`src/rtl/telemetry_framer.sv`:
```
// Frames robot status into 5-byte checksummed telemetry packets for uart_tx.
// Packets go out periodically and on every motor-state change; one extra request is queued while busy.
module telemetry_framer #(
  parameter int unsigned PERIOD_CYCLES = 5_000_000,
  parameter logic [7:0]  HEADER        = 8'hA5
) (
  input  logic       clk,
  input  logic       rst_n,
  input  logic [2:0] motor_stat,
  input  logic [7:0] prox_raw,
  output logic [7:0] tx_data,
  output logic       tx_valid,
  input  logic       tx_ready,
  output logic       busy,
  output logic [7:0] seq
);

  localparam int unsigned TW = $clog2(PERIOD_CYCLES);

  typedef enum logic [1:0] {IDLE, LOAD, SEND} state_t;

  state_t        state;
  logic [TW-1:0] timer;
  logic [2:0]    last_motor;
  logic          pending;
  logic [7:0]    frame [1:4];
  logic [2:0]    idx;

  logic       tick;
  logic       chg;
  logic       trigger;
  logic       accept;
  logic [3:0] prox_sat;
  logic [7:0] status_byte;

  assign tick        = (timer == TW'(PERIOD_CYCLES - 1));
  assign chg         = (motor_stat != last_motor);
  assign trigger     = tick | chg;
  assign accept      = tx_valid & tx_ready;
  assign prox_sat    = (prox_raw > 8'd63) ? 4'hF : prox_raw[5:2];
  assign status_byte = {prox_sat, motor_stat, 1'b1};

  // Free-running period timer; change-triggered frames never restart it.
  always_ff @(posedge clk) begin
    if (!rst_n) begin
      timer <= '0;
    end else if (tick) begin
      timer <= '0;
    end else begin
      timer <= timer + TW'(1);
    end
  end

  always_ff @(posedge clk) begin
    if (!rst_n) begin
      state      <= IDLE;
      tx_valid   <= 1'b0;
      tx_data    <= '0;
      seq        <= '0;
      busy       <= 1'b0;
      pending    <= 1'b0;
      last_motor <= '0;
      idx        <= '0;
    end else begin
      last_motor <= motor_stat;
      if (trigger && (state != IDLE)) begin
        pending <= 1'b1;
      end
      case (state)
        IDLE: begin
          if (trigger || pending) begin
            state   <= LOAD;
            busy    <= 1'b1;
            pending <= 1'b0;
          end
        end
        LOAD: begin
          // Header goes straight to tx_data; only bytes 1..4 need buffering.
          frame[1] <= seq;
          frame[2] <= status_byte;
          frame[3] <= prox_raw;
          frame[4] <= HEADER ^ seq ^ status_byte ^ prox_raw;
          idx      <= '0;
          tx_data  <= HEADER;
          tx_valid <= 1'b1;
          state    <= SEND;
        end
        SEND: begin
          if (accept) begin
            if (idx == 3'd4) begin
              tx_valid <= 1'b0;
              seq      <= seq + 8'd1;
              busy     <= 1'b0;
              state    <= IDLE;
            end else begin
              idx     <= idx + 3'd1;
              tx_data <= frame[idx + 3'd1];
            end
          end
        end
        default: state <= IDLE;
      endcase
    end
  end

endmodule
```
`config.mk`:
```
export PLATFORM = sky130hd
export DESIGN_NAME = telemetry_framer
export DESIGN_NICKNAME = d
export VERILOG_FILES = /design/src/rtl/telemetry_framer.sv
export SDC_FILE = /design/constraint.sdc
export NUM_CORES = 1
export LEC_CHECK = 0
export ABC_AREA = 1
export CORE_AREA = 2 2 96 98
export CTS_BUF_LIST = sky130_fd_sc_hd__clkbuf_4 sky130_fd_sc_hd__clkbuf_8 sky130_fd_sc_hd__clkbuf_16
export DETAILED_ROUTE_END_ITERATION = 6
export DIE_AREA = 0 0 98 100
export HOLD_SLACK_MARGIN = 0.02
export PLACE_DENSITY_LB_ADDON = 0.3
export SLEW_MARGIN = 20
export SYNTH_ARGS = -nofsm -noshare
export SYNTH_HDL_FRONTEND = slang
export SYNTH_SLANG_ARGS = --single-unit
```
`constraint.sdc`:
```
create_clock -name clk -period 2.9 [get_ports clk]
set_input_delay 0.29 -clock clk [delete_from_list [all_inputs] [get_ports clk]]
set_output_delay 0.29 -clock clk [all_outputs]
set_load 0.05 [all_outputs]
```
==> metrics.md, run 1 <==
| Metric | Value |
|---|---|
| Drt wl/cell | ~12 µm |
| Post-synth EDFFs | 31 |
| P_leak | 0.00165 µW |
| HP Class | flip-flop to flip-flop |
| # rows | 35 |
| Comb pwr share | 0.102 |
| Max Cap Viol | 0 |
| GRT Util Overall | 0.168 |
| DR iter-0 viols | around 180 |
| Reg-to-Reg End | tx_data[4] |
| Max Slew Vio Count | 0 |
| Clk buf depth | 2 |
| FMAX | 0.481 GHz |
| Area Growth Syn to Fin | 15.9% |
| Post-DP HPWL | 5680 µm |
| Xor/xnor share of the synthesized area | 0.0593 |
| TritonCTS clock tree | yes |
| Setup Crit Path Kind | flip-flop to flip-flop |
| Vias in the first global route | around 2800 |
| Total wire length | 7760 µm |
| Post-route ant nets | 0 |
| Routing usage on met3 | 0.0272 |
| WHS Endpoint | timer[0] |
| Sink Count | 81 |
| Fill cells | 874 |
| Netlist cell types | 31 |
| Setup repair bufs after CTS | 0 |
| Post-synthesis compound-gate area fraction | 0.0609 |
| Switching share of power | 0.279 |
| Hold Path Stages | 1 |
| Cells after Synth | a little under 500 |
| Drt pass-1 iters | 4 |
| Unrepaired setup endpoints after global routing | no |
| First-pass GRT wire length | approximately 13000 µm |
| Mux contribution to synthesized area | 0 |
| Via Count | about 3000 |
| Sequential area share after synthesis | 0.506 |
| Pwr per Cell Area | 514 nW/µm² |
| Ys async rst share | 0 |
| Simple-gate portion of the synthesized area | 0.297 |
| Largest net degree at the start of global routing | 32 |
| Final nets | 536 |
| Die W | 98 µm |
| Die area | 9800 µm² |
| Mapped Avg Cell Area | 7.94 µm² |
| # diodes | 0 |
| Clock Skews | 9.12 ps |
| Ys Warns | 0 |
| Slew @ Worst Pin | 564 ps |
| Setup_tns | 0 ps |
| Setup-failing EPs final | 0 |
| Area after DPL | 4240 µm² |
| GR Layer Usage met2 | 0.295 |
| Area of the mapped netlist | 3820 µm² |
| Layout cells sized above 1 | 0.0803 |
| Core area | 8890 µm² |
| R2R setup slack | 820 ps |
| # hold bufs at CTS | 0 |
| Grt total ovfl | 0 |
| Hold violation count in the final report | 0 |
| Internal Pwr Total | between 1500 and 2000 µW |
| Headroom to the max-slew limit | 0.624 |
| Resized Gates After CTS | 0 |
| Post-Syn Nets | about 500 |
| Most frequent cells in the layout | 130 x nand2_1, 85 x nor2_1, 50 x dfxtp_1, 49 x inv_1 |
| Adder-cell share of the synthesized area | 0.0131 |
| RePlAce Congestion | 0.902 |
| CP Data Required Time | 3130 ps |
| Via/cell ratio | 4.82 |
| Main combinational cell family by area after synthesis | simple AND/OR/NAND/NOR gates |
| Gr busiest metal | met2 |
| #FFs+latches synth | about 80 |
| Die Ht | approximately 100 µm |
| Clock power frac | 0.344 |
| Crit path max fanout | 16 |
| Root buf cell | clkbuf_8 |
| CP Launch Type | flip-flop |
| Maximum VDD drop | 0.254 mV |
| Antenna violations before repair | 0 |
| Post-synth top flop | dfxtp_1 |
| Most common cell after layout, fill and taps aside | nand2_1 |
| Ports | 32 |
| Worst r2r path cells | 8 |
| Period utilization | 0.717 |
| DRC viols | 0 |
| Kind of end point of the critical path | flip-flop |
| Run status | completed |
| CTS Buf Count | 9 |
| Critical Path AT | about 2300 ps |
| Port bufs | 31 |
| Sequential power share | 0.553 |
| Initial Utilization | 0.430 |
| Post-route design area | 4430 µm² |
| Global routing usage on met1 | 0.207 |
| P_sw | roughly 630 µW |
| Final Critical Period | 2080 ps |
| Min-delay src | timer[0] |
| Htree depth | 3 |
| Clk_lat worst skew | 360 ps |
| Clock-pin slew on the worst setup and hold paths | 90 ps |
| Reg2reg start | idx[0] |
[power by group through the flow]
stage | Sequential, µW | Combinational, µW | Clock (µW)
6_report | 1260 | 233 | 785
5_1_grt | 1270 | 259 | 850
4_1_cts | 1260 | 236 | 795
3_5_place_dp | 1290 | 235 | 0
3_3_place_gp | 1290 | 231 | 0
2_1_floorplan | 1330 | 108 | 0
[worst max-delay path, cell delays in order (launching register included)]
cell and delay [ps]:
dfxtp_1 680, inv_1 180, ha_1 340, inv_1 360, nor2_1 90, nand2_1 70, nand3_1 70, nand2_1 100
a21oi_1 50
[state kept, by name (all words and copies together), names as in the netlist]
name        cells
idx             3
frame          31
pending         1
seq             8
timer          23
busy            1
tx_valid        1
tx_data         8
last_motor      3
state           2
[synth_stat cells, drive strengths merged (5+ instances only)]
| cell | n | area, µm² |
|---|---|---|
| xnor2 | 13 | 121 |
| edfxtp | 31 | 931 |
| or2 | 5 | 31.3 |
| o21ai | 13 | 65.1 |
| nand3 | 30 | 183 |
| nand2 | 134 | 513 |
| inv | 52 | 195 |
| nor2 | 90 | 358 |
| a21oi | 29 | 153 |
| xor2 | 12 | 105 |
| dfxtp | 50 | 1000 |
[layout make-up]
type,count,area (µm²),area share
Sequential cell,81,1930,0.436
Multi-Input combinational cell,340,1650,0.372
Timing Repair Buffer,33,325,0.0735
Inverter,53,200,0.0452
Tap cell,111,139,0.0314
Clock buffer,9,124,0.0280
Clock inverter,7,60.1,0.0136
[how the worst max path moves through the flow]
stage | startpoint | to | slack, ps
floorplan | rst_n | frame[1][0] | 430
global placement | idx[0] | tx_data[5] | 850
detailed placement | idx[0] | tx_data[1] | 840
CTS | idx[0] | tx_data[7] | 810
global route | idx[0] | tx_data[6] | 550
finish | idx[0] | tx_data[4] | 820
[stage by stage]
stage / total power, µW / instances / setup WS [ps] / utilization / hold WS, ps
floorplan: 1440 / 481 / 432 / - / 383
global placement: 1520 / 618 / 853 / 0.477 / 428
detailed placement: 1520 / 618 / 836 / 0.477 / 436
CTS: 2290 / 634 / 813 / 0.498 / 454
global route: 2370 / 634 / 547 / 0.498 / 479
finish: 2280 / 634 / 821 / 0.498 / 450
[kinds of logic after synthesis]
logic type               count (synthesis)
AO/OA/AOI/OAI                           44
XOR/XNOR                                25
buffers and inverters                   60
flip-flops                              81
AND/OR/NAND/NOR                        267
adder cells (fa/ha/maj)                  4
[routing by layer]
| layer | vias to the layer above | share of wire |
|---|---|---|
| li1 | 1599 | - |
| met1 | 1406 | 0.46 |
| met2 | 38 | 0.49 |
| met3 | 14 | 0.025 |
| met4 | 0 | 0.018 |
| met5 | - | 0 |
Power figures use the tool's default switching activity.
==> run 2: changes to the inputs <==
- clock period: 2.9 -> 1.8 ns (I/O delays scaled with it)
==> run 2 against run 1 <==
Total power grew 63%. Die area unchanged. Clock skew shrank 4.4 ps. Routed wire length up 2.7%. Global-route usage increased by 0.32 points. Worst hold slack got worse by 19 ps. Clock-buffer cell count grew 1. Sequential power grew 61%. Sequential share of layout area down 0.35 points. Final cell count grew 0.63%. Largest power group unchanged.
==> metrics.md, run 2 (same netlist as run 1, synthesis figures left out) <==
| Metric | Value |
|---|---|
| Most common cell after layout, fill and taps aside | nand2_1 (unchanged) |
| Die Ht | 100 µm (unchanged) |
| Period utilization | 0.949 (was 0.717) |
| Final nets | 540 (was 536) |
| Run status | completed (unchanged) |
| Post-route design area | 4460 µm² (was 4430 µm²) |
| Most frequent cells in the layout | 130 x nand2_1, 85 x nor2_1, 50 x dfxtp_1, 49 x inv_1, 31 x edfxtp_1 (was 130 x nand2_1, 85 x nor2_1, 50 x dfxtp_1, 49 x inv_1) |
| Reg2reg start | idx[0] (unchanged) |
| Min-delay src | prox_raw[3] (was timer[0]) |
| Worst Setup SP | idx[0] (unchanged) |
| Slew @ Worst Pin | 548 ps (was 564 ps) |
| CP Launch Type | flip-flop (unchanged) |
| Via Count | 3084 (was 3057) |
| Vias in the first global route | 3016 (was 2846) |
| Final Critical Period | 1710 ps (was 2080 ps) |
| Clk buf depth | 2 (unchanged) |
| Layout cells sized above 1 | 0.0987 (was 0.0803) |
| Hold violation count in the final report | 0 (unchanged) |
| CTS Buf Count | 9 (unchanged) |
| Largest net degree at the start of global routing | 32 (unchanged) |
| Pwr per Cell Area | 831 nW/µm² (was 514 nW/µm²) |
| Via/cell ratio | 4.83 (was 4.82) |
| # diodes | 0 (unchanged) |
| Clock-pin slew on the worst setup and hold paths | 80 ps (was 90 ps) |
| First-pass GRT wire length | 13400 µm (was 13200 µm) |
| Total wire length | 7970 µm (was 7760 µm) |
| Antenna violations before repair | 0 (unchanged) |
| Crit path max fanout | 15 (was 16) |
| GRT Util Overall | 0.171 (was 0.168) |
| Setup Crit Path Kind | flip-flop to flip-flop (unchanged) |
| Max Slew Vio Count | 0 (unchanged) |
| DR iter-0 viols | 106 (was 176) |
| TritonCTS clock tree | yes (unchanged) |
| Ports | 32 (unchanged) |
| Post-route ant nets | 0 (unchanged) |
| HP Class | input port to flip-flop (was flip-flop to flip-flop) |
| R2R setup slack | 90 ps (was 820 ps) |
| Area Growth Syn to Fin | 16.8% (was 15.9%) |
| Critical Path AT | 1980 ps (was 2310 ps) |
| P_leak | 0.00171 µW (was 0.00165 µW) |
| Post-route core utilization | 0.502 (was 0.498) |
| Sink Count | 81 (unchanged) |
| Grt total ovfl | 0 (unchanged) |
| Max Cap Viol | 0 (unchanged) |
| FMAX | 0.586 GHz (was 0.481 GHz) |
| Top Registers | frame (31), timer (23) (unchanged) |
| Die W | 98 µm (unchanged) |
| Kind of end point of the critical path | flip-flop (unchanged) |
| Setup_tns | 0 ps (unchanged) |
| Maximum VDD drop | 0.437 mV (was 0.254 mV) |
| Setup-failing EPs final | 0 (unchanged) |
| Biggest register | frame (unchanged) |
| Headroom to the max-slew limit | 0.633 (was 0.624) |
| Hold Path Stages | 1 (unchanged) |
| Clk_lat worst skew | 340 ps (was 360 ps) |
| Max reg flops | 31 (unchanged) |
| Reg-to-Reg End | tx_data[7] (was tx_data[4]) |
| Drt wl/cell | 12.5 µm (was 12.2 µm) |
| Placed cells | 622 (was 618) |
| Port bufs | 31 (unchanged) |
| Area after DPL | 4270 µm² (was 4240 µm²) |
| Htree depth | 3 (unchanged) |
| # rows | 35 (unchanged) |
| DRC viols | 0 (unchanged) |
| Post-DP HPWL | 5840 µm (was 5680 µm) |
| Final Hold Slack | 431 ps (was 450 ps) |
| Die area | 9800 µm² (unchanged) |
| Drt pass-1 iters | 4 (unchanged) |
| Root buf cell | clkbuf_8 (unchanged) |
| Clock Skews | 4.73 ps (was 9.12 ps) |
| Core area | 8890 µm² (unchanged) |
| # hold bufs at CTS | 0 (unchanged) |
| RePlAce Congestion | 0.900 (was 0.902) |
| Worst r2r path cells | 7 (was 8) |
| CP Data Required Time | 2080 ps (was 3130 ps) |
| Non-filler instance count after layout | 638 (was 634) |
| Unrepaired setup endpoints after global routing | no (unchanged) |
| Initial Utilization | 0.430 (unchanged) |
| WHS Endpoint | frame[3][3] (was timer[0]) |
==> run 2: cell types whose count changed in the layout (fill, tap and decap cells not counted), sizes merged <==
cell,delta
buf,+12
clkdlybuf4s50,-9
inv,-5
clkinv,+3
bufinv,+1
clkbuf,+1
dlymetal6s2s,+1
==> run 2: worst max-delay path by stage <==
stage,end,depth (start not counted)
final,tx_data[7],7
after global routing,tx_data[7],7
after CTS,tx_valid,1
after detailed placement,tx_data[7],7
after global placement,tx_data[7],7
after floorplan,tx_data[6],9
==> run 2: layer usage <==
metal / up-vias / global-route usage / part of all wire
met5: - / 0 / 0
met4: 0 / 0.0823 / 0.017
met3: 12 / 0.0362 / 0.039
met2: 62 / 0.303 / 0.51
met1: 1408 / 0.198 / 0.43
li1: 1602 / - / -
==> run 2: worst max-delay path: stages, from the launching register on <==
cell and delay, ps:
dfxtp_1 320, buf_4 180, ha_1 250, xnor2_2 450
nor2_1 140, nand2_1 100, nand2_1 60, a21oi_1 130
==> run 2: layout make-up <==
| class | instances | area [µm²] |
|---|---|---|
| clock inverters | 6 | 58.8 |
| well taps | 111 | 139 |
| flip-flops and latches | 81 | 1930 |
| clock buffers | 10 | 131 |
| repair buffers | 37 | 350 |
| fillers | 865 | 4430 |
| inverters | 53 | 200 |
| multi-input cells | 340 | 1650 |
==> run 2: repair_timing <==
action                                  in CTS  in global routing
endpoints found under the hold margin        0                  0
endpoints found under the setup margin       0                  1
gates resized for setup                      0                  1
setup buffers                                0                  0
==> run 2: through the flow <==
| step | power, µW | setup slack, ps |
|---|---|---|
| after global routing | 3870 | 14.7 |
| final | 3710 | 92.2 |
| after CTS | 3750 | 50.8 |
| after global placement | 2460 | 160 |
| after floorplan | 2320 | 172 |
| after detailed placement | 2470 | 126 |
==> run 2: power breakdown <==
group	switching (µW)	internal [µW]	leakage [µW]
clock	640	647	0.0000948
combinational	255	139	0.000922
sequential	38.8	1990	0.000689
total	933	2780	0.00171
==> run 3: changes to the inputs <==
- CTS_BUF_LIST: sky130_fd_sc_hd__clkbuf_4 sky130_fd_sc_hd__clkbuf_8 sky130_fd_sc_hd__clkbuf_16 -> sky130_fd_sc_hd__clkbuf_16
==> run 3 against run 2 <==
Final area rose by 2.1%. Flip-flop and latch count did not move. Global-route usage barely moved. Register-to-register slack improved by 40 ps. Non-clock buffer count stayed put. Total power grew 13%. First-iteration DRC count is 8.5% lower. Largest cell class unchanged. Highest routed layer unchanged.
==> metrics.md, run 3 (same netlist as run 1, synthesis figures left out) <==
| Metric | Value |
|---|---|
| Clock-pin slew on the worst setup and hold paths | 60 ps (was 80 ps) |
| Area Growth Syn to Fin | 19.3% (was 16.8%) |
| Internal Pwr Total | 3190 µW (was 2780 µW) |
| Final Critical Period | 1710 ps (about the same) |
| GRT Util Overall | 0.171 (about the same) |
| Unrepaired setup endpoints after global routing | no (unchanged) |
| Hold violation count in the final report | 0 (unchanged) |
| Port bufs | 31 (unchanged) |
| Sink Count | 81 (unchanged) |
| Resized Gates After CTS | 0 (unchanged) |
| Pwr per Cell Area | 919 nW/µm² (was 831 nW/µm²) |
| Most frequent cells in the layout | 130 x nand2_1, 85 x nor2_1, 50 x inv_1, 50 x dfxtp_1, 31 x edfxtp_1 (was 130 x nand2_1, 85 x nor2_1, 50 x dfxtp_1, 49 x inv_1, 31 x edfxtp_1) |
| Pre-CTS setup slack | 126 ps (unchanged) |
| Ports | 32 (unchanged) |
| Cell breakdown of the critical path | clkdlybuf4s50_1 (was buf_4 -> ha_1 -> xnor2_2 -> nor2_1 -> nand2_1 -> nand2_1 -> a21oi_1) |
| # diodes | 0 (unchanged) |
| Max Cap Viol | 0 (unchanged) |
| Comb pwr share | 0.094 (was 0.106) |
| Drt pass-1 iters | 4 (unchanged) |
| Run status | completed (unchanged) |
| Period utilization | 0.949 (about the same) |
| Most common cell after layout, fill and taps aside | nand2_1 (unchanged) |
| Max incr delay on CP | 820 ps (was 450 ps) |
| Die area | 9800 µm² (unchanged) |
| # hold bufs at CTS | 0 (unchanged) |
| Grt total ovfl | 0 (unchanged) |
| Via/cell ratio | 4.78 (was 4.83) |
| Switching share of power | 0.238 (was 0.252) |
| Setup_tns | 0 ps (unchanged) |
| Cell family with most CP delay | buffers and inverters (was XOR/XNOR gates) |
| Via Count | 3048 (was 3084) |
| FMAX | 0.585 GHz (was 0.586 GHz) |
| Kind of end point of the critical path | primary output (was flip-flop) |
| Layout cells sized above 1 | 0.0968 (was 0.0987) |
| Biggest register | frame (unchanged) |
| Antenna violations before repair | 0 (unchanged) |
| Setup repair bufs after CTS | 0 (unchanged) |
| Die W | 98 µm (unchanged) |
| Post-DP HPWL | 5840 µm (unchanged) |
| Sequential power share | 0.485 (was 0.547) |
| TritonCTS clock tree | yes (unchanged) |
| RePlAce Congestion | 0.900 (unchanged) |
| Crit path max fanout | 3 (was 15) |
| Maximum VDD drop | 0.426 mV (was 0.437 mV) |
| CTS Buf Count | 9 (unchanged) |
| P_leak | 0.00174 µW (was 0.00171 µW) |
| CP Data Required Time | 1620 ps (was 2080 ps) |
| HP Class | input port to flip-flop (unchanged) |
| Max reg flops | 31 (unchanged) |
| Setup Crit Path Kind | flip-flop to primary output (was flip-flop to flip-flop) |
| Critical Path AT | 1530 ps (was 1980 ps) |
| Headroom to the max-slew limit | 0.657 (was 0.633) |
| Clk buf depth | 2 (unchanged) |
| Post-route core utilization | 0.513 (was 0.502) |
| Core area | 8890 µm² (unchanged) |
| DR iter-0 viols | 97 (was 106) |
| DRC viols | 0 (unchanged) |
| Clock Skews | 4.11 ps (was 4.73 ps) |
| Clk_lat worst skew | 330 ps (was 340 ps) |
| Slowest CP cell | clkdlybuf4s50_1 (was xnor2_2) |
| Non-filler instance count after layout | 638 (unchanged) |
| Root buf cell | clkbuf_16 (was clkbuf_8) |
| Initial Utilization | 0.430 (unchanged) |
| Final nets | 540 (unchanged) |
| Htree depth | 3 (unchanged) |
| Largest net degree at the start of global routing | 32 (unchanged) |
| Die Ht | 100 µm (unchanged) |
| Top Registers | frame (31), timer (23) (unchanged) |
| Setup-failing EPs final | 0 (unchanged) |
| Vias in the first global route | 3000 (was 3016) |
| CP Launch Type | flip-flop (unchanged) |
| # rows | 35 (unchanged) |
| Slew @ Worst Pin | 512 ps (was 548 ps) |
| Max Slew Vio Count | 0 (unchanged) |
| Drt wl/cell | 12.4 µm (was 12.5 µm) |
| First-pass GRT wire length | 13400 µm (about the same) |
| P_sw | 997 µW (was 933 µW) |
| Total wire length | 7890 µm (was 7970 µm) |
| Placed cells | 622 (unchanged) |
| CP Buf/Inv Count | 1 (unchanged) |
| Post-route ant nets | 0 (unchanged) |
| Clock power frac | 0.421 (was 0.347) |
| Worst Setup Slack, final | 91.2 ps (was 92.2 ps) |
| Final Hold Slack | 435 ps (was 431 ps) |
==> run 3: cell count changes in the layout (fill, tap and decap cells not counted) <==
cell | before | now
clkbuf_16 | 0 | 9
inv_1 | 49 | 50
clkbuf_8 | 9 | 0
clkbuf_4 | 1 | 0
dlymetal6s2s_1 | 1 | 0
clkdlybuf4s50_1 | 22 | 23
==> run 3: worst paths after layout <==
| path | slack, ps | from | cells after the start | to |
|---|---|---|---|---|
| min | 440 | prox_raw[3] | 1 | frame[3][3] |
| max | 90 | tx_valid | 1 | tx_valid |
| min reg2reg | 440 | timer[0] | 1 | timer[0] |
| max reg2reg | 130 | idx[0] | 7 | tx_data[7] |
==> run 3: cell type report <==
type,instances,area [µm²]
tap,111,139
fill,849,4330
sequential,81,1930
clock buffer,9,225
clock inverter,7,62.6
multi-input combinational,340,1650
inverter,53,200
timing repair buffer,37,348
==> run 3: power groups by stage <==
| stage | logic [µW] | registers, µW | clock network, µW |
|---|---|---|---|
| 2_1_floorplan | 178 | 2140 | 0 |
| 3_3_place_gp | 390 | 2070 | 0 |
| 4_1_cts | 398 | 2030 | 1800 |
| 6_report | 394 | 2030 | 1760 |
| 5_1_grt | 437 | 2040 | 1880 |
| 3_5_place_dp | 396 | 2070 | 0 |
==> run 3: metrics by stage <==
stage	cell area, µm²	total power (µW)
2_1_floorplan	3830	2320
3_3_place_gp	4270	2460
3_5_place_dp	4270	2470
4_1_cts	4560	4230
5_1_grt	4560	4360
6_report	4560	4190
==> run 3: per-layer routing <==
| metal | track usage | routed length [µm] | vias up |
|---|---|---|---|
| met3 | 0.0453 | 352 | 18 |
| met5 | 0 | 0 | - |
| met2 | 0.298 | 3950 | 61 |
| li1 | - | - | 1601 |
| met4 | 0.0737 | 182 | 0 |
| met1 | 0.198 | 3410 | 1368 |
